$ cat src/rtl/ssit_clear_ctrl.sv
// Store-set clearing sequencer: periodically walks the SSIT clearing every entry
// in idle write-port cycles, then pulses an LFST flush. Option macro: SSIT_CLR_VIOL_TRIG_EN.
module ssit_clear_ctrl #(
  parameter int IDX_W       = 10,
  parameter int CNT_W       = 16,
  parameter int INTERVAL    = 50000,
  parameter int VIOL_THRESH = 200
) (
  input  logic             clock,
  input  logic             reset_n,
  input  logic             enable_in,
  input  logic             force_in,
  input  logic             violation_in,
  input  logic             ssit_wr_busy_in,
  output logic             ssit_clr_we_out,
  output logic [IDX_W-1:0] ssit_clr_index_out,
  output logic             lfst_flush_out,
  output logic             sweep_active_out
);

  localparam logic [1:0] ST_IDLE  = 2'd0;
  localparam logic [1:0] ST_SWEEP = 2'd1;
  localparam logic [1:0] ST_FLUSH = 2'd2;

  localparam logic [CNT_W-1:0] LAST_CNT = CNT_W'(INTERVAL - 1);
  localparam logic [IDX_W-1:0] PTR_MAX  = {IDX_W{1'b1}};

  logic [1:0]       state;
  logic [CNT_W-1:0] int_cnt;
  logic [IDX_W-1:0] ptr;
  logic             interval_hit;
  logic             viol_hit;
  logic             start;

  assign interval_hit = enable_in && (int_cnt == LAST_CNT);
  // Any combination of triggers in one cycle collapses into a single sweep start.
  assign start        = force_in || interval_hit || viol_hit;

`ifdef SSIT_CLR_VIOL_TRIG_EN
  localparam logic [7:0] VIOL_TH = 8'(VIOL_THRESH);

  logic [7:0] viol_cnt;
  logic [7:0] viol_inc;

  // NOTE: every always_comb output gets a default first so no path can infer a latch.
  always_comb begin
    viol_inc = viol_cnt;
    if (violation_in && (viol_cnt != 8'hff)) begin
      viol_inc = viol_cnt + 8'd1;
    end
  end

  // Counting in the current pulse lets the threshold-reaching violation start the sweep itself.
  assign viol_hit = (state == ST_IDLE) && (viol_inc >= VIOL_TH);

  always_ff @(posedge clock or negedge reset_n) begin
    if (!reset_n) begin
      viol_cnt <= '0;
    end else if (state == ST_IDLE) begin
      viol_cnt <= start ? 8'd0 : viol_inc;
    end
  end
`else
  logic unused_viol;

  assign viol_hit    = 1'b0;
  assign unused_viol = violation_in & (VIOL_THRESH != 0);
`endif

  // NOTE: sequential state uses non-blocking assignments so every flop samples pre-edge values.
  always_ff @(posedge clock or negedge reset_n) begin
    if (!reset_n) begin
      state   <= ST_IDLE;
      int_cnt <= '0;
      ptr     <= '0;
    end else begin
      case (state)
        ST_IDLE: begin
          if (start) begin
            state   <= ST_SWEEP;
            int_cnt <= '0;
          end else if (enable_in) begin
            int_cnt <= int_cnt + CNT_W'(1);
          end
        end
        ST_SWEEP: begin
          // A busy port stalls the pointer so no entry is skipped.
          if (!ssit_wr_busy_in) begin
            ptr <= ptr + IDX_W'(1);
            if (ptr == PTR_MAX) begin
              state <= ST_FLUSH;
            end
          end
        end
        ST_FLUSH: begin
          ptr   <= '0;
          state <= ST_IDLE;
        end
        default: begin
          ptr   <= '0;
          state <= ST_IDLE;
        end
      endcase
    end
  end

  assign ssit_clr_we_out    = (state == ST_SWEEP) && !ssit_wr_busy_in;
  assign ssit_clr_index_out = ptr;
  assign lfst_flush_out     = (state == ST_FLUSH);
  assign sweep_active_out   = (state == ST_SWEEP) || (state == ST_FLUSH);

endmodule
$ cat config.mk
export PLATFORM = sky130hd
export DESIGN_NAME = ssit_clear_ctrl
export DESIGN_NICKNAME = d
export VERILOG_FILES = /design/src/rtl/ssit_clear_ctrl.sv
export SDC_FILE = /design/constraint.sdc
export NUM_CORES = 1
export LEC_CHECK = 0
export ABC_AREA = 1
export BUFFER_PORTS_ARGS = -buffer_cell sky130_fd_sc_hd__buf_2
export CAP_MARGIN = 20
export CORE_MARGIN = 10
export CORE_UTILIZATION = 52
export CTS_CLUSTER_DIAMETER = 60
export DETAILED_ROUTE_END_ITERATION = 6
export GPL_ROUTABILITY_DRIVEN = 0
export HOLD_SLACK_MARGIN = 0.06
export PLACE_DENSITY_LB_ADDON = 0.08
export SLEW_MARGIN = 10
export SYNTH_ARGS = -nofsm -noshare
export SYNTH_HDL_FRONTEND = slang
export SYNTH_SLANG_ARGS = --single-unit
$ cat constraint.sdc
create_clock -name clock -period 1.6 [get_ports clock]
set_input_delay 0.08 -clock clock [delete_from_list [all_inputs] [get_ports clock]]
set_output_delay 0.08 -clock clock [all_outputs]
set_load 0.01 [all_outputs]
==> After elaboration in Yosys (flattened, before gate mapping) <==
Cells that the tools add are included.
{ "word_totals": {"input_bits": 6, "register_bits": 28, "wordCells": 31, "out_inout_bits": 13} }
{ "classes": {"add_sub_neg": 2, "reduce_logical": 10, "mux": 8, "eq_ne": 7, "bitwise_logic": 1} }
{ "op_table": {"columns": ["op", "count"], "rows": [
  ["$mux W16", 2],
  ["$pmux W10 S2", 1],
  ["$add A16 B1 Y16 const B", 1],
  ["$eq A16 B16 Y1 const B", 1],
  ["$add A10 B1 Y10 const B", 1],
  ["$eq A10 B10 Y1 const B", 1],
  ["$mux W10", 1],
  ["$mux W2", 3],
  ["$ne A2 B2 Y1 const B", 3],
  ["$pmux W2 S2", 1],
  ["$reduce_and A2 Y1", 2],
  ["$reduce_and A3 Y1", 1],
  ["$eq A2 B1 Y1 const B", 1],
  ["$eq A2 B2 Y1 const B", 1],
  ["$logic_and A1 B1 Y1", 2],
  ["$logic_not A2 Y1", 1],
  ["$logic_or A1 B1 Y1", 2],
  ["$reduce_bool A2 Y1", 1],
  ["$logic_not A1 Y1", 1],
  ["$not A1 Y1", 1]
]} }

==> Depth between registers and ports, before layout <==
Gate-level depths: netlist (run 1).
{ "depth": {"word_depth": 5, "ltp_mapped": 10, "ltp_nobuf": 10} }

==> Least setup slack after synthesis (run 1) <==
No wires, ideal clock.
{ "synth_timing": {"path_type": "reg-to-reg", "startpoint": "register state[0]", "endpoint": "register ptr[9], in the netlist ssit_clr_index_out[9]", "arrival_time_ns": 1.315, "period_less_slack_ns": 1.435, "path_stages_with_launch": 11, "required_ns": 1.480, "slack_ns": 0.165, "n_path_buf": 0, "setup_ns": 0.120, "path_cell_list": "dfrtp_1 > inv_1 > ha_1 > a21oi_2 > inv_1 > nor2_1 > nand2_1 > nand2_1 > nand2_1 > o21ai_0 > inv_1"} }
{ "synth_between": {"elab_chain_cells": 3, "word_cells_on_any_way": 6, "classes_between": "2 x eq/ne; 1 x mux; 1 x bitwise; 2 x reduce/logical"} }
{ "synth_lines": {"columns": ["element", "line", "rtl"], "rows": [
  ["start: declaration", "28", "logic [1:0] state;"],
  ["start signal: assignment", "73", "state <= ST_IDLE;"],
  ["start signal: assignment", "80", "state <= ST_SWEEP;"],
  ["start signal: assignment", "91", "state <= ST_FLUSH;"],
  ["$eq A2 B1 Y1 / $logic_not A2 Y1 (equally long branches)", "77", "case (state)"],
  ["$ne A2 B2 Y1 (no source line) / $not A1 Y1 (equally long branches)", null, null],
  ["$reduce_and A2 Y1 (no source line)", null, null],
  ["end signal: assignment", "89", "ptr <= ptr + IDX_W'(1);"],
  ["end: declaration", "30", "logic [IDX_W-1:0] ptr;"]
]} }
Parallel ways exist; a longest one is shown, timed or not.
A chain may end at the register's enable or synchronous reset.

==> Worst setup path after layout (run 1) <==
{ "layout_timing": {"startpoint": "register state[1]", "endpoint": "output ssit_clr_we_out"} }
{ "layout_between": {"elab_chain_cells": 2} }
{ "layout_lines": {"columns": ["element", "line", "rtl"], "rows": [
  ["$eq A2 B1 Y1", "107", "assign ssit_clr_we_out = (state == ST_SWEEP) && !ssit_wr_busy_in;"],
  ["$logic_and A1 B1 Y1", "107", null],
  ["end: declaration", "15", "output logic ssit_clr_we_out,"]
]} }
No other way between the ends.

==> results of run 1 <==
## per-stage QoR
step	TNS (ns)	instances	setup slack (ns)	utilization (%)
2_1_floorplan	0	251	0.165	-
3_3_place_gp	0	312	0.0655	59.9
3_5_place_dp	0	312	0.0200	59.9
4_1_cts	0	318	0.0185	62.3
5_1_grt	-0.0893	323	-0.0276	65.0
6_report	0	323	0.0783	65.0
## sequential cells by signal, summed over array words and instances, names as in the netlist
name,cells
int_cnt,16
ssit_clr_index_out,10
state,2
## kinds of logic (layout without fill, tap and decap cells)
group,Yosys count,after routing,synth area share (%)
xor gates and xnor gates,4,4,2.03
buffers and inverters,35,62,8.04
adders and majority gates,5,5,3.62
DFF,28,28,40.6
and+or+nand+nor,159,160,39.1
AOI/OAI and AO/OA,20,20,6.59
## cell type report
cell class | instances | area, µm²
Multi-Input combinational cell | 189 | 942
Sequential cell | 28 | 701
Clock buffer | 3 | 22.5
Inverter | 32 | 123
Timing Repair Buffer | 26 | 161
Tap cell | 44 | 55.1
Clock inverter | 1 | 30.0
Fill cell | 285 | 1090
## report_power, final
group,switching (W),internal [W]
clock,0.000221,0.000254
combinational,0.000517,0.000305
sequential,0.0000586,0.000777
total,0.000797,0.00134
## cell usage after synthesis
master	number
nand2_1	82
nor2_1	37
inv_1	30
dfrtp_1	28
nand3_1	19
a21oi_1	10
nor3_1	7
ha_1	5
nand2_2	5
o21ai_0	4
xor2_1	4
nand4_1	3
nor2_2	3
a31oi_1	2
a21oi_2	1
a32o_1	1
buf_2	1
buf_4	1
clkbuf_1	1
inv_2	1
inv_4	1
nand2_4	1
nor2_4	1
nor3b_1	1
o21ai_1	1
o21bai_1	1
## repair_timing
action | in CTS | in global routing
hold endpoints to repair | 29 | 0
pin swaps | 0 | 2
gates cloned | 0 | 1
hold buffers | 2 | 0
setup endpoints to repair | 3 | 25
resized for setup | 2 | 14
buffers inserted | 0 | 4
## how the worst max path moves through the flow
| stage | slack (ns) | start | cells past startpoint | to |
|---|---|---|---|---|
| after floorplan | 0.17 | state[0] | 10 | ssit_clr_index_out[9] |
| after global placement | 0.07 | state[0] | 10 | ssit_clr_index_out[9] |
| after CTS | 0.02 | state[1] | 10 | ssit_clr_index_out[9] |
| final | 0.08 | state[1] | 5 | ssit_clr_we_out |
| after global routing | -0.03 | int_cnt[1] | 10 | state[1] |
| after detailed placement | 0.02 | state[1] | 10 | ssit_clr_index_out[9] |
## critical path, cell delays in order, from the launching register on
cell and delay (ns):
dfrtp_1 0.41, inv_1 0.08, ha_2 0.24, inv_1 0.08, nor2_2 0.13, buf_2 0.16
## metal layers
metal | vias up | wire length [µm]
li1 | 843 | -
met5 | - | 0
met3 | 7 | 182
met4 | 0 | 58
met1 | 724 | 1810
met2 | 24 | 1870
==> metrics.cfg, run 1 <==
[min_path]
hold_path_depth = 4
worstHoldEndpoint = int_cnt[10]
worstHoldStart = force_in
hold_class = in -> reg

[clocking]
cts_made_buffers = 3
cts_max_path_buffers = 2
cts_tree = done
h-tree-depth = 1
cts-root-buf = clkbuf_4
cts.clk_slew.worst_paths_ns = 0.15
clk_latency_ns = 0.34
cts_sinks = 28

[yosys]
synth_nets = 262
synth-seq-cells = 28
synth.distinct_cells = 26
synth_top_area_cell = dfrtp_1
syn_inst = 251
avgSynthCellArea_um2 = 6.88
synthTopCellsByArea = dfrtp_1 41%, nand2_1 18%, nor2_1 8.0%, inv_1 6.5%, nand3_1 5.5%
ys_seq_area_share_pct = 40.6
yosysWarnings = 0
netlist_area_um2 = 1730
netlist.area_leader.share_pct = 40.6

[finish]
stdcell_area_um2 = 2030
layout_common_cells = 81 x nand2_1, 33 x nor2_1, 28 x dfrtp_1, 27 x inv_1, 19 x nand3_1
final_layout_size_suffix_gt1_share_pct = 19.0
area_delta_synth_final_pct = 17.8
final_common_cell = nand2_1
finalNetCount = 291
n_antenna_cell = 0

[floorplanning]
core_region_area_um2 = 3130
fp-row-count = 20
initial_core_util_pct = 55.2
dieArea_um2 = 6030
die_x_um = 77.6
pin_count = 19
die_height_um = 77.6

[global_routing]
grt_pass1_wl_um = 6580
antenna_found_initial = 0
grt.met2_usage_pct = 22.6
grt-busiest-layer = met2
grt_pass1_vias = 1501
track_usage_pct = 12.9
grt_use_met3_pct = 4.38
grt_max_degree = 29
grt.met1_usage_pct = 14.4
gr-total-overflow = 0

[critical_path]
critical_path_class = reg -> out
path_max_fanout = 4
worstPathArrival_ns = 1.44
critPathCaptureType = primary output
r2r-end = ssit_clr_index_out[4]
rr_worst_depth = 7
r2r_start = state[0]
r2r_slack_ns = 0.11
cp.required_ns = 1.52
start_kind = register

[sta]
finalCritPeriodShare_pct = 95.1
finClkSkew_ns = 0.00589
slew_headroom_pct = 57.8
final_hold_viol_count = 0
max_freq_mhz = 657
slew_violations = 0
rsz0062_at_grt = yes
min_period_ns = 1.52
hold_ws_ns = 0.173
tightest_slew_ns = 0.633
setup_viol = 0

[power]
power_density_nw_per_um2 = 1050
power_leakage_nw = 1.04
vdd_drop_max_mv = 1.01
total_power_w = 0.00213

[drt]
wl_per_cell_um = 12.1
num_vias = 1598
dr.pass1.iters = 4
drc = 0
ant_nets = 0
wl_um = 3920
routed_via_density = 4.95
first_iter_violations = 81

[placed_design]
place_area_um2 = 1870
dp_hpwl_um = 2840
port_buffers = 17

[run]
drv_cap = 0

[outcome]
status = finished, final reports clean

Power figures use the tool's default switching activity.
==> run 2, diff against run 1 <==
--- a/config.mk
+++ b/config.mk
@@ -8,3 +8,3 @@
 export ABC_AREA = 1
-export BUFFER_PORTS_ARGS = -buffer_cell sky130_fd_sc_hd__buf_2
+export BUFFER_PORTS_ARGS = -buffer_cell sky130_fd_sc_hd__clkbuf_2
 export CAP_MARGIN = 20
--- a/constraint.sdc
+++ b/constraint.sdc
@@ -3,2 +3,2 @@
 set_output_delay 0.08 -clock clock [all_outputs]
-set_load 0.01 [all_outputs]
+set_load 0.02 [all_outputs]
==> run 2 against run 1 <==
Net effect:
- total power is 3.4% higher
- sequential cell count did not move
- non-clock buffer count stayed put
- cell count unchanged
- critical path type unchanged
- sequential share of layout area up 0.19 points
==> metrics.cfg, run 2 (synthesized netlist as in run 1, its figures left out) <==
[sta]
finalCritPeriodShare_pct = 96.1  ; +0.99 points
final_hold_viol_count = 0  ; unchanged
finalWorstSetupSlack_ns = 0.0624  ; -0.0158 ns
slew_headroom_pct = 53.3  ; -4.5 points
min_period_ns = 1.54  ; +0.0158 ns
slew_violations = 0  ; unchanged
setup_viol = 0  ; unchanged
rsz0062_at_grt = yes
max_freq_mhz = 650  ; -1.0%
tightest_slew_ns = 0.701  ; +0.0676 ns
finClkSkew_ns = 0.000995  ; -0.00490 ns

[critical_path]
cp.required_ns = 1.52  ; about the same
r2r_slack_ns = 0.09  ; -0.02 ns
worst_path_most_repeated_cell = inv_1
critical_path_class = reg -> out
critPathCaptureType = primary output
rr_worst_depth = 8  ; +1
max_stage_delay_ns = 0.41  ; about the same
critPathBufInv = 3  ; unchanged
crit_family = flip-flops
r2r-end = ssit_clr_index_out[4]
path_max_fanout = 4  ; unchanged
r2r_start = state[1]
worstPathArrival_ns = 1.46  ; +0.02 ns
start_kind = register
slowest_stage = dfrtp_1
worstPathCellList = inv_1 -> ha_2 -> inv_1 -> nor2_4 -> clkbuf_4

[drt]
wl_per_cell_um = 12.3  ; +0.89%
routed_via_density = 4.99  ; +0.81%
first_iter_violations = 96  ; +19%
ant_nets = 0  ; unchanged
num_vias = 1611  ; +0.81%
wl_um = 3960  ; +0.89%
dr.pass1.iters = 4  ; unchanged
drc = 0  ; unchanged

[finish]
layout_common_cells = 82 x nand2_1, 33 x nor2_1, 28 x dfrtp_1, 27 x inv_1, 19 x nand3_1
final_common_cell = nand2_1
area_delta_synth_final_pct = 17.2
final_layout_size_suffix_gt1_share_pct = 19.0  ; unchanged
fin_cells = 323  ; unchanged
largest-register = int_cnt
n_antenna_cell = 0  ; unchanged
largest_reg_flops = 16  ; unchanged
finalNetCount = 291  ; unchanged
post-route-util_pct = 64.7  ; -0.36 points

[floorplanning]
core_region_area_um2 = 3130  ; unchanged
pin_count = 19  ; unchanged
die_x_um = 77.6  ; unchanged
dieArea_um2 = 6030  ; unchanged
die_height_um = 77.6  ; unchanged
initial_core_util_pct = 55.2  ; unchanged
fp-row-count = 20  ; unchanged

[power]
power_leakage_nw = 1.03  ; -0.94%
vdd_drop_max_mv = 0.964  ; -4.6%
total_power_w = 0.00220  ; +3.4%
power_density_nw_per_um2 = 1090  ; +3.9%

[placed_design]
place_ws_ns = 0.0163  ; -0.00368 ns
dp_cells = 312  ; unchanged
dp_hpwl_um = 2900  ; +2.2%
port_buffers = 17  ; unchanged

[clocking]
cts_made_buffers = 3  ; unchanged
cts-root-buf = clkbuf_4
h-tree-depth = 1  ; unchanged
clk_latency_ns = 0.34  ; about the same
cts_max_path_buffers = 2  ; unchanged
cts_sinks = 28  ; unchanged
cts_tree = done
cts.clk_slew.worst_paths_ns = 0.16  ; about the same

[global_routing]
grt_use_met3_pct = 2.76  ; -1.6 points
grt-busiest-layer = met2
track_usage_pct = 12.7  ; -0.24 points
grt_pass1_vias = 1529  ; +1.9%
grt_max_degree = 29  ; unchanged
grt.met1_usage_pct = 14.6  ; +0.25 points
antenna_found_initial = 0  ; unchanged
gr-total-overflow = 0  ; unchanged
grt_pass1_wl_um = 6470  ; -1.7%
grt.met2_usage_pct = 22.3  ; -0.25 points

[min_path]
worstHoldEndpoint = ssit_clr_index_out[0]
worstHoldStart = ssit_wr_busy_in
hold_class = in -> reg
hold_path_depth = 4  ; unchanged

[outcome]
status = finished, final reports clean

[run]
drv_cap = 0  ; unchanged

run 2: cell types whose count changed in the layout (fill, tap and decap cells not counted), sizes merged:
cell         change
buf             -16
dlygate4sd3      -1
clkbuf          +17
run 2: worst max path at each step:
stage,from,endpoint,slack (ns),depth (start not counted)
after floorplan,state[0],ssit_clr_index_out[9],0.16,10
after global placement,state[0],ssit_clr_index_out[5],0.07,8
after detailed placement,state[1],ssit_clr_index_out[5],0.02,7
after CTS,state[1],ssit_clr_index_out[9],0.01,10
after global routing,state[1],ssit_clr_we_out,-0.04,5
final,state[1],ssit_clr_we_out,0.06,5
run 2: layout make-up:
type                       count  area [µm²]
clock inverter                 1        30.0
inverter                      32         123
tap                           44        55.1
clock buffer                   3        22.5
multi-input combinational    189         931
timing repair buffer          26         161
sequential                    28         701
fill                         299        1100
run 2: per-layer routing:
metal,share of wire (%),vias up
met1,47,734
li1,-,848
met3,3.2,5
met4,1.4,0
met2,49,24
met5,0,-
run 2: per-stage QoR:
stage          setup TNS [ns]  cell area [µm²]  hold WS [ns]
2_1_floorplan               0             1730        -0.216
3_3_place_gp                0             1870         0.156
3_5_place_dp                0             1870         0.160
4_1_cts                     0             1950        0.0626
5_1_grt                -0.191             2020         0.118
6_report                    0             2020         0.106
run 2: worst min-delay path, cell delays in order:
cell and delay [ns]:
clkbuf_2 0.16, nor2_4 0.06, nand2_1 0.05, o21ai_0 0.07
run 2: where the power goes:
part | switching [W] | leakage, nW | internal, W
logic | 0.000565 | 0.612 | 0.000317
registers | 0.0000637 | 0.386 | 0.000777
clock network | 0.000228 | 0.0279 | 0.000254
run 2: what timing repair did:
action / in CTS / in global routing
endpoints found under the hold margin: 28 / 0
endpoints found under the setup margin: 2 / 24
resized for setup: 3 / 12
cloned: 0 / 1
hold buffers: 1 / 0
buffers inserted: 0 / 5
pin swaps: 0 / 2
==> run 3, diff against run 2 <==
- clock period: 1.6 -> 1.3 ns (I/O delays scaled with it)
==> run 3 against run 2 <==
Net effect:
- the flow now finishes with violations (setup timing)
- critical path depth increased by 2
- sequential share of layout area decreased by 7.2 points
- clock skew increased by 0.0094 ns
- worst setup slack got worse by 0.26 ns
- die area unchanged
- sequential power increased by 24%
- first-iteration DRC count decreased by 3.1%
- clock power increased by 21%
- hold slack improved by 0.12 ns
- core utilization increased by 17 points
- register-to-register slack got worse by 0.29 ns
- critical path type is now reg -> reg
- highest routed layer unchanged
==> metrics.cfg, run 3 (synthesized netlist as in run 1, its figures left out) <==
[critical_path]
path_max_fanout = 3  ; -1
crit_family = flip-flops
worstPathCellList = inv_2 -> ha_4 -> a21oi_4 -> inv_2 -> buf_4 -> buf_4 -> a32o_1
cp.required_ns = 1.54  ; +0.02 ns
max_stage_delay_ns = 0.44  ; +0.03 ns
critPathBufInv = 4  ; +1
critical_path_class = reg -> reg
start_kind = register
slowest_stage = dfrtp_2
critPathCaptureType = register
worstPathArrival_ns = 1.74  ; +0.28 ns

[placed_design]
port_buffers = 17  ; unchanged
dp_cells = 338  ; +8.3%
place_ws_ns = -0.177  ; -0.193 ns
dp_hpwl_um = 2940  ; +1.5%

[finish]
fin_cells = 354  ; +9.6%
area_delta_synth_final_pct = 48.8
final_common_cell = nand2_1
final_layout_size_suffix_gt1_share_pct = 45.2  ; +26 points
largest-register = int_cnt
n_fill_cell = 199  ; -33%
layout_common_cells = 73 x nand2_1, 36 x buf_4, 24 x dfrtp_1, 23 x nor2_1, 21 x inv_1
n_antenna_cell = 0  ; unchanged
finalNetCount = 322  ; +11%
multiInputGateArea_um2 = 1200  ; +29%
seq_area_um2 = 706  ; +0.71%
largest_reg_flops = 16  ; unchanged

[sta]
tns_ns = -2.62  ; -2.62 ns
finClkSkew_ns = 0.0104  ; +0.00945 ns
setup_viol = 31  ; +31
rsz0062_at_grt = yes
final_hold_viol_count = 0  ; unchanged
finalWorstSetupSlack_ns = -0.196  ; -0.258 ns
slew_headroom_pct = 71.7  ; +18 points
min_period_ns = 1.50
slew_violations = 0  ; unchanged
max_freq_mhz = 669
finalCritPeriodShare_pct = 115
tightest_slew_ns = 0.424  ; -0.277 ns

[global_routing]
grt.met1_usage_pct = 16.8  ; +2.1 points
gr-total-overflow = 0  ; unchanged
grt_pass1_wl_um = 7450  ; +15%
grt-busiest-layer = met2
antenna_found_initial = 0  ; unchanged
grt_use_met3_pct = 2.65  ; -0.12 points
grt.met2_usage_pct = 26.5  ; +4.2 points
grt_pass1_vias = 1729  ; +13%
track_usage_pct = 14.6  ; +1.9 points
grt_max_degree = 29  ; unchanged

[clocking]
cts_sinks = 28  ; unchanged
cts_max_path_buffers = 2  ; unchanged
cts-root-buf = clkbuf_4
cts_made_buffers = 3  ; unchanged
cts_tree = done
h-tree-depth = 1  ; unchanged
cts.clk_slew.worst_paths_ns = 0.14  ; -0.02 ns
clk_latency_ns = 0.35  ; about the same

[drt]
routed_via_density = 5.24  ; +5.1%
wl_um = 5020  ; +27%
num_vias = 1856  ; +15%
wl_per_cell_um = 14.2  ; +16%
drc = 0  ; unchanged
ant_nets = 0  ; unchanged
first_iter_violations = 93  ; -3.1%
dr.pass1.iters = 4  ; unchanged

[power]
p_clk_share_pct = 16.4  ; -5.5 points
power_leakage_nw = 1.23  ; +20%
swShare_pct = 39.8  ; +0.89 points
power_density_nw_per_um2 = 1380  ; +26%
seqPwrFrac_pct = 29.3  ; -8.8 points
p_int_w = 0.00213  ; +58%
p_sw_w = 0.00141  ; +64%
comb_power_share_pct = 54.2  ; +14 points
vdd_drop_max_mv = 0.857  ; -11%

[floorplanning]
fp-row-count = 20  ; unchanged
die_height_um = 77.6  ; unchanged
core_region_area_um2 = 3130  ; unchanged
initial_core_util_pct = 55.2  ; unchanged
dieArea_um2 = 6030  ; unchanged
pin_count = 19  ; unchanged
die_x_um = 77.6  ; unchanged

[min_path]
hold_class = in -> reg

[outcome]
violations = setup timing
status = finished with violations

[run]
drv_cap = 0  ; unchanged

==> run 3: power by group through the flow <==
stage                     logic [W]  clock network, W  registers (W)
final                       0.00192          0.000582        0.00104
after global routing        0.00204          0.000624        0.00105
after CTS                   0.00154          0.000592        0.00103
after detailed placement    0.00120                 0        0.00103
after global placement      0.00120                 0        0.00103
after floorplan            0.000709                 0        0.00107
==> run 3: per-stage QoR <==
| step | hold WS [ns] | utilization [%] | total power (W) | instance area, µm² |
|---|---|---|---|---|
| final | 0.225 | 82.2 | 0.00354 | 2570 |
| after global routing | 0.235 | 82.2 | 0.00372 | 2570 |
| after CTS | 0.104 | 76.4 | 0.00317 | 2390 |
| after detailed placement | 0.0873 | 66.9 | 0.00224 | 2090 |
| after global placement | 0.0890 | 66.9 | 0.00223 | 2090 |
| after floorplan | -0.231 | - | 0.00178 | 1760 |
==> run 3: worst paths after layout <==
kind | slack, ns | cells after the start | from | to
min in group asynchronous | 0.23 | 3 | reset_n | ssit_clr_index_out[3]
max in group asynchronous | 0.78 | 3 | reset_n | state[0]
max | -0.20 | 7 | state[0] | ssit_clr_index_out[1]
max reg2reg | -0.20 | 7 | state[0] | ssit_clr_index_out[1]
min reg2reg | 0.56 | 2 | ssit_clr_index_out[5] | ssit_clr_index_out[5]
min | 0.22 | 4 | force_in | int_cnt[12]
==> run 3: layout make-up <==
class	count	area share, %
clock buffers	3	0.876
clock inverters	1	1.17
inverters	32	5.06
multi-input cells	189	46.6
flip-flops and latches	28	27.5
well taps	44	2.14
repair buffers	57	16.7
==> run 3: per-layer routing <==
layer | routed length, µm | up-vias
li1 | - | 904
met1 | 1950 | 862
met2 | 2590 | 71
met3 | 261 | 19
met4 | 229 | 0
met5 | 0 | -
==> run 3: worst register-to-register path, cell delays in order, from the launching register on <==
cell     delay [ns]
dfrtp_2        0.44
inv_2          0.08
ha_4           0.18
a21oi_4        0.17
inv_2          0.08
buf_4          0.14
buf_4          0.13
a32o_1         0.19
==> run 3: repair_timing <==
action,in CTS,in global routing
gates resized for setup,49,43
buffers inserted,6,4
endpoints found under the hold margin,28,0
pin swaps,11,13
gates cloned,1,0
hold buffers,1,0
endpoints found under the setup margin,29,31
